`config.mk`:
```
export PLATFORM = sky130hd
export DESIGN_NAME = pkt_framer_flat
export DESIGN_NICKNAME = d
export VERILOG_FILES = /design/src/rtl/pedda_8b10b_pkg.sv /design/src/rtl/pkt_framer_if.sv /design/src/rtl/pkt_framer.sv /design/src/flat_wrapper.sv
export SDC_FILE = /design/constraint.sdc
export NUM_CORES = 1
export LEC_CHECK = 0
export BUFFER_PORTS_ARGS = -buffer_cell sky130_fd_sc_hd__buf_2
export CAP_MARGIN = 30
export CORE_MARGIN = 2
export CORE_UTILIZATION = 55
export DETAILED_ROUTE_END_ITERATION = 8
export GPL_TIMING_DRIVEN = 0
export PLACE_DENSITY = 0.78
export REMOVE_ABC_BUFFERS = 1
export SKIP_CTS_REPAIR_TIMING = 1
export SLEW_MARGIN = 20
export SYNTH_ARGS = -nofsm -noshare
export SYNTH_HDL_FRONTEND = slang
export SYNTH_SLANG_ARGS = --single-unit
```
`constraint.sdc`:
```
create_clock -name clk -period 2.1 [get_ports clk]
set_clock_uncertainty 0.05 [all_clocks]
set_input_delay 0.105 -clock clk [delete_from_list [all_inputs] [get_ports clk]]
set_output_delay 0.105 -clock clk [all_outputs]
set_load 0.1 [all_outputs]
```
`src/rtl/pedda_8b10b_pkg.sv`:
```
// Shared 8b10b symbol codes and framer state encoding.
// Used by the framer, the encoder side and the receiver blocks.
package pedda_8b10b_pkg;

  localparam logic [7:0] K_COMMA = 8'hBC;
  localparam logic [7:0] K_SOP   = 8'hFB;
  localparam logic [7:0] K_EOP   = 8'hFD;
  localparam logic [7:0] K_ABORT = 8'hFE;

  typedef enum logic [2:0] {
    ST_SYNC,
    ST_IDLE,
    ST_PAYLOAD,
    ST_EOP,
    ST_ABORT,
    ST_DRAIN
  } fr_state_e;

endpackage

```
`src/rtl/pkt_framer_if.sv`:
```
// Upstream byte stream into the packet framer.
// Valid/ready handshake with an end-of-packet marker.
interface pkt_framer_if;

  logic       s_valid;
  logic [7:0] s_data;
  logic       s_last;
  logic       s_ready;

  modport master (
    output s_valid,
    output s_data,
    output s_last,
    input  s_ready
  );

  modport slave (
    input  s_valid,
    input  s_data,
    input  s_last,
    output s_ready
  );

endinterface

```
`src/rtl/pkt_framer.sv`:
```
// Packet framer: wraps upstream bytes in SOP/EOP K-codes for 8b10b.
// One registered symbol per cycle; commas fill every idle slot.
module pkt_framer
  import pedda_8b10b_pkg::*;
#(
  parameter int SYNC_LEN = 16,
  parameter int MAX_LEN  = 256
) (
  input  logic       clk,
  input  logic       rst_n,
  pkt_framer_if.slave s,
  output logic       k_out,
  output logic [7:0] data_out,
  output logic       len_err
);

  localparam int CW = $clog2(MAX_LEN + 1);
  localparam int SW = $clog2(SYNC_LEN + 1);
  localparam logic [CW-1:0] MAXC = CW'(MAX_LEN);
  localparam logic [SW-1:0] SLST = SW'(SYNC_LEN - 1);

  fr_state_e     r_state, w_state;
  logic [SW-1:0] r_sync, w_sync;
  logic [CW-1:0] r_cnt, w_cnt;
  logic          r_k, w_k;
  logic [7:0]    r_data, w_data;
  logic          r_err, w_err;
  logic          w_ready;
  logic [CW-1:0] w_inc;
  logic          w_comma;

  assign w_ready = (r_state == ST_PAYLOAD)
                || (r_state == ST_DRAIN);
  assign s.s_ready = w_ready;
  assign w_inc = r_cnt + CW'(1);
  // SOP only after a comma, so EOP is never followed directly by SOP
  assign w_comma = r_k && (r_data == K_COMMA);

  always_comb begin
    w_state = r_state;
    w_sync  = r_sync;
    w_cnt   = r_cnt;
    w_k     = 1'b1;
    w_data  = K_COMMA;
    w_err   = 1'b0;
    unique case (r_state)
      ST_SYNC: begin
        if (r_sync == SLST) begin
          w_sync  = '0;
          w_state = ST_IDLE;
        end else begin
          w_sync = r_sync + SW'(1);
        end
      end
      ST_IDLE: begin
        if (s.s_valid && w_comma) begin
          w_data  = K_SOP;
          w_state = ST_PAYLOAD;
        end
      end
      ST_PAYLOAD: begin
        if (s.s_valid) begin
          w_k    = 1'b0;
          w_data = s.s_data;
          w_cnt  = w_inc;
          if (s.s_last)
            w_state = ST_EOP;
          else if (w_inc == MAXC)
            w_state = ST_ABORT;
        end
      end
      ST_EOP: begin
        w_data  = K_EOP;
        w_cnt   = '0;
        w_state = ST_IDLE;
      end
      ST_ABORT: begin
        w_data  = K_ABORT;
        w_err   = 1'b1;
        w_cnt   = '0;
        w_state = ST_DRAIN;
      end
      ST_DRAIN: begin
        if (s.s_valid && s.s_last)
          w_state = ST_IDLE;
      end
      default: w_state = ST_SYNC;
    endcase
  end

  always_ff @(posedge clk or negedge rst_n) begin
    if (!rst_n) begin
      r_state <= ST_SYNC;
      r_sync  <= '0;
      r_cnt   <= '0;
      r_k     <= 1'b1;
      r_data  <= K_COMMA;
      r_err   <= 1'b0;
    end else begin
      r_state <= w_state;
      r_sync  <= w_sync;
      r_cnt   <= w_cnt;
      r_k     <= w_k;
      r_data  <= w_data;
      r_err   <= w_err;
    end
  end

  assign k_out    = r_k;
  assign data_out = r_data;
  assign len_err  = r_err;

endmodule

```
`src/flat_wrapper.sv`:
```
// flat-port wrapper written by rule: the top's interface ports become plain ports
module pkt_framer_flat import pedda_8b10b_pkg::*;
#(
  parameter int SYNC_LEN = 16,
  parameter int MAX_LEN  = 256
)
  (clk, rst_n, k_out, data_out, len_err, s_s_valid, s_s_data, s_s_last, s_s_ready);
  pkt_framer_if s_i ();
  input  logic clk;
  input  logic rst_n;
  output logic k_out;
  output logic [7:0] data_out;
  output logic len_err;
  input wire logic [$bits(s_i.s_valid)-1:0] s_s_valid;
  input wire logic [$bits(s_i.s_data)-1:0] s_s_data;
  input wire logic [$bits(s_i.s_last)-1:0] s_s_last;
  output wire logic [$bits(s_i.s_ready)-1:0] s_s_ready;
  assign s_i.s_valid = s_s_valid;
  assign s_i.s_data = s_s_data;
  assign s_i.s_last = s_s_last;
  assign s_s_ready = s_i.s_ready;
  pkt_framer #(.SYNC_LEN(SYNC_LEN), .MAX_LEN(MAX_LEN)) u_core (.clk(clk), .rst_n(rst_n), .s(s_i), .k_out(k_out), .data_out(data_out), .len_err(len_err));
endmodule
```
### Word level (Yosys, flattened, before mapping)

Index checks and enable logic that the tools add are counted.

* output and inout bits: 11
* logic and storage cells: 46
* register bits after elaboration: 27
* bits of input ports: 12

* equality and inequality tests: 13
* multiplexer cells: 16
* add/sub/neg operators: 2
* reductions and logical operators: 9

Operator list (number)
* one-hot mux 8 bit (4 select lines): 1
* 2-to-1 mux 3 bit: 6
* one-hot mux 3 bit (6 select lines): 1
* one-hot mux 9 bit (2 select lines): 1
* adder 9 x 1 -> 9 bit, second input constant: 1
* == test 9 bit, second input constant: 1
* 2-to-1 mux 9 bit: 1
* == test 8 bit, second input constant: 1
* 2-to-1 mux 8 bit: 1
* 2-to-1 mux 7 bit: 1
* == test 3 x 2 -> 1 bit, second input constant: 2
* == test 3 bit, second input constant: 2
* adder 5 x 1 -> 5 bit, second input constant: 1
* == test 5 x 4 -> 1 bit, second input constant: 1
* 2-to-1 mux 5 bit: 1
* AND reduction 5 bit: 1
* != test 2 x 1 -> 1 bit, second input constant: 2
* != test 2 bit, second input constant: 2
* == test 3 x 1 -> 1 bit, second input constant: 1
* logical AND 1 bit: 3
* zero test 3 bit: 1
* 2-to-1 mux 1 bit: 3
* != test 3 bit, second input constant: 1
* AND reduction 2 bit: 1
* other kinds (3): 3

### Longest topological paths before layout

* depth after elaboration: 6
* gate-level depth with buffers: 8

### Worst setup path after synthesis

No wires, ideal clock.

* path type: reg2out
* start: register u_core.r_state[2]
* end: output port s_s_ready
* path buffers: 1
* data arrival time: 2.227 ns
* stages on the path, launching flop included: 4
* setup slack: -0.282 ns
* cells stage by stage: dfrtp_1 buf_2 inv_1 mux2i_1

* longest elaborated chain between the ends: 2
* elaborated cells on any way between the ends: 3

Ends and longest elaborated chain
* from (decl): line pkt_framer.sv:22 `fr_state_e r_state, w_state;`
* from (signal assigned): line pkt_framer.sv:100 `r_state <= w_state;`
* == test 3 x 2 -> 1 bit / == test 3 bit (equally long branches): line pkt_framer.sv:32, pkt_framer.sv:33
* logical OR 1 bit *: line pkt_framer.sv:33 `|| (r_state == ST_DRAIN);`
* to (decl): line flat_wrapper.sv:17 `output wire logic [$bits(s_i.s_ready)-1:0] s_s_ready;`

Every way passes the cells marked *; elsewhere a longest branch is shown, timed or not.

### Final worst setup path

* start: register u_core.r_cnt[0]
* end: register u_core.r_state[1]

* longest elaborated chain between the ends: 4

Ends and longest elaborated chain
* from (decl): line pkt_framer.sv:24 `logic [CW-1:0] r_cnt, w_cnt;`
* from (signal assigned): line pkt_framer.sv:102 `r_cnt <= w_cnt;`
* adder 9 x 1 -> 9 bit: line pkt_framer.sv:35 `assign w_inc = r_cnt + CW'(1);`
* == test 9 bit: line pkt_framer.sv:68 `else if (w_inc == MAXC)`
* != test 3 bit (no line)
* AND reduction 5 bit (no line)

Every way passes these cells.
A chain may end at the register's enable or synchronous reset.

==> run metrics <==
status finished, final reports clean; EDFF count, synth 0; Max Freq 502 MHz; dpl cells roughly 190; global-route wire length before repair roughly 4700 um; FF-to-FF End u_core.r_state[1]$_DFFE_PN0P_; Primary FF master, synth dfrtp_1; simple-gate share of the synthesized area between 20% and 30%; clk_lat worst skew between 0.3 and 0.4 ns; commonest non-fill, non-tap cells in the layout 22 x buf_2, 21 x dfrtp_1, 19 x o21ai_0; R2R cell count 5; synthesized flop and latch total 27; DRC Markers 0; post-route ant nets 0; worst r2r src u_core.r_cnt[0]$_DFFE_PN0P_; largest family of logic cells by synthesized area simple AND/OR/NAND/NOR gates; max-slew violations 0; final hold vios 0; die area between 3000 and 4000 um2; initial antenna violation count 0; post-layout util 66.3%; global route overflow 0; Netlist cell types 45; Critical Path Start u_core.r_cnt[0]$_DFFE_PN0P_; Hold Slack approximately 0.046 ns; Num Clock Sinks 27; Die H 55.2 um; total CTS buffers 3; CP Launch Type register; max_slew headroom 61.5%; Final Wtd Congestion ~0.86; Row Count 18; CTS clock-pin slew for the worst setup and hold paths ~0.15 ns; clock power share 12.4%; total core area around 2500 um2; fin crit share roughly 95%; Pwr per Cell Area between 1000 and 1500 nW/um2; number of global-route vias before repair roughly 1000; Root Driver clkbuf_4; drt via density around 6.0; sequential share of power between 40% and 50%; largest net degree at the start of global routing 28; Mapped Cells ~150; Peak VDD IR a little over 900 uV; unrepaired setup endpoints after global routing false; final critical-path required period around 2 ns; most common cell after layout, fill and taps aside buf_2; H-tree level count 1; xor and xnor area share after synthesis 1.22%; clk buf depth 2; Worst Path Required 2.27 ns; ANT cells 0; combinational share of power a little under half; Area Overhead vs Synth 14.2%; HPWL after DPL 2180 um; Final setup viols 0; final net count 188; Die X ~55 um; drt wl/cell about 15 um; P_sw about 890 uW; GRT Total Usage between 20% and 30%; post-synthesis mux area share 2.09%; sequential area share after synthesis a little under half; share of cells above drive strength 1 around 26%; Synth Area in Compound Gates about a fifth; Vias around 1200; Leakage 0.751 nW; Worst-Margin Slew between 0.5 and 0.6 ns; Syn Area/Cell approximately 10 um2; Port Buffers 22; Post-synth ARST share 100%; critical path arrival between 2 and 2.5 ns; Iter 0 DRT Violations 29; reg-to-reg slack, setup roughly 0.11 ns; Pint about 950 uW; warning count from the yosys run 0; Switching Fraction about half; Worst setup endpoint u_core.r_state[1]$_DFFE_PN0P_; # IOs 23; Post-Syn Area around 1400 um2; Worst Setup End Kind register; adder-cell share of the synthesized area under 10%; TritonCTS clock tree built; worst setup path class reg2reg; fin cells slightly above 200; CP max FO 8; Initial Util 58.1%; max_cap viols 0; Post-Route WL 2980 um; drt pass-1 iters 4; Hold WC Path Type in2reg
[area by class of cell]
type | count | area, um2
inverters | 9 | 33.8
repair buffers | 28 | 170
clock inverters | 1 | 5.00
multi-input cells | 104 | 691
clock buffers | 3 | 22.5
fillers | 200 | 835
flip-flops and latches | 27 | 683
well taps | 30 | 37.5
[layer usage]
metal	routed length (um)	track usage, %
met1	1300	27.9
met2	1560	36.7
met3	88	3.49
met4	33	5.69
met5	0	0
[cells in the mapped netlist (2+ instances only)]
library cell,n,share of area [%]
a21oi_1,4,1.4
a32oi_1,2,1.2
a41oi_1,3,1.8
and3_1,2,0.87
buf_2,4,1.4
dfrtp_1,21,37
dfstp_2,6,11
ha_1,3,2.6
inv_1,8,2.1
mux2i_1,3,2.1
nand2_1,11,2.9
nand2b_1,5,2.2
nand3_1,5,1.7
nand4b_1,2,1.2
nor2_1,6,1.6
nor4_2,2,1.7
o21ai_0,19,6.6
o31ai_1,5,2.6
o41ai_1,3,1.8
or2_2,4,1.7
or3_1,3,1.3
[through the flow]
step / power (mW) / setup slack [ns] / TNS (ns) / area [um2]
final: 1.83 / 0.106 / 0 / 1640
after global routing: 1.95 / 0.0231 / 0 / 1640
after CTS: 1.83 / 0.122 / 0 / 1580
after detailed placement: 1.61 / 0.141 / 0 / 1560
after global placement: 1.56 / 0.206 / 0 / 1560
after floorplan: 1.42 / -0.269 / -0.269 / 1410
[kinds of logic after synthesis]
family,count (synthesis)
simple gates,53
flops,27
compound gates,43
buf+inv,14
fa+ha+maj,3
xor+xnor,2
mux,3
[how the worst min path moves through the flow]
stage                      from                            to  slack, ns  depth (start not counted)
floorplan                 rst_n  u_core.data_out[0]$_DFF_PN0_      -0.24                          0
global placement          rst_n  u_core.r_sync[2]$_DFFE_PN0P_       0.08                          1
detailed placement        rst_n  u_core.r_sync[0]$_DFFE_PN0P_       0.08                          1
CTS                       rst_n   u_core.r_cnt[5]$_DFFE_PN0P_      -0.28                          1
global route        s_s_data[0]  u_core.data_out[0]$_DFF_PN0_       0.04                          3
finish              s_s_data[0]  u_core.data_out[0]$_DFF_PN0_       0.05                          3
[state kept, by name, summed over array words and instances, names as in the netlist]
register         flops
u_core.data_out      8
u_core.k_out         1
u_core.len_err       1
u_core.r_cnt         9
u_core.r_state       3
u_core.r_sync        5
[worst max-delay path: stages, from the launching register on]
cell and delay, ns:
dfrtp_1 0.49, ha_1 0.32, or3_1 0.39, o31ai_1 0.09
o2111ai_1 0.19, o311a_1 0.38
[power groups by stage]
stage | logic, mW | registers, mW | clock network (mW)
finish | 0.829 | 0.777 | 0.227
global route | 0.900 | 0.796 | 0.253
CTS | 0.824 | 0.775 | 0.231
detailed placement | 0.822 | 0.787 | 0
global placement | 0.787 | 0.773 | 0
floorplan | 0.414 | 1.01 | 0
(Power assumes the default switching activity.)
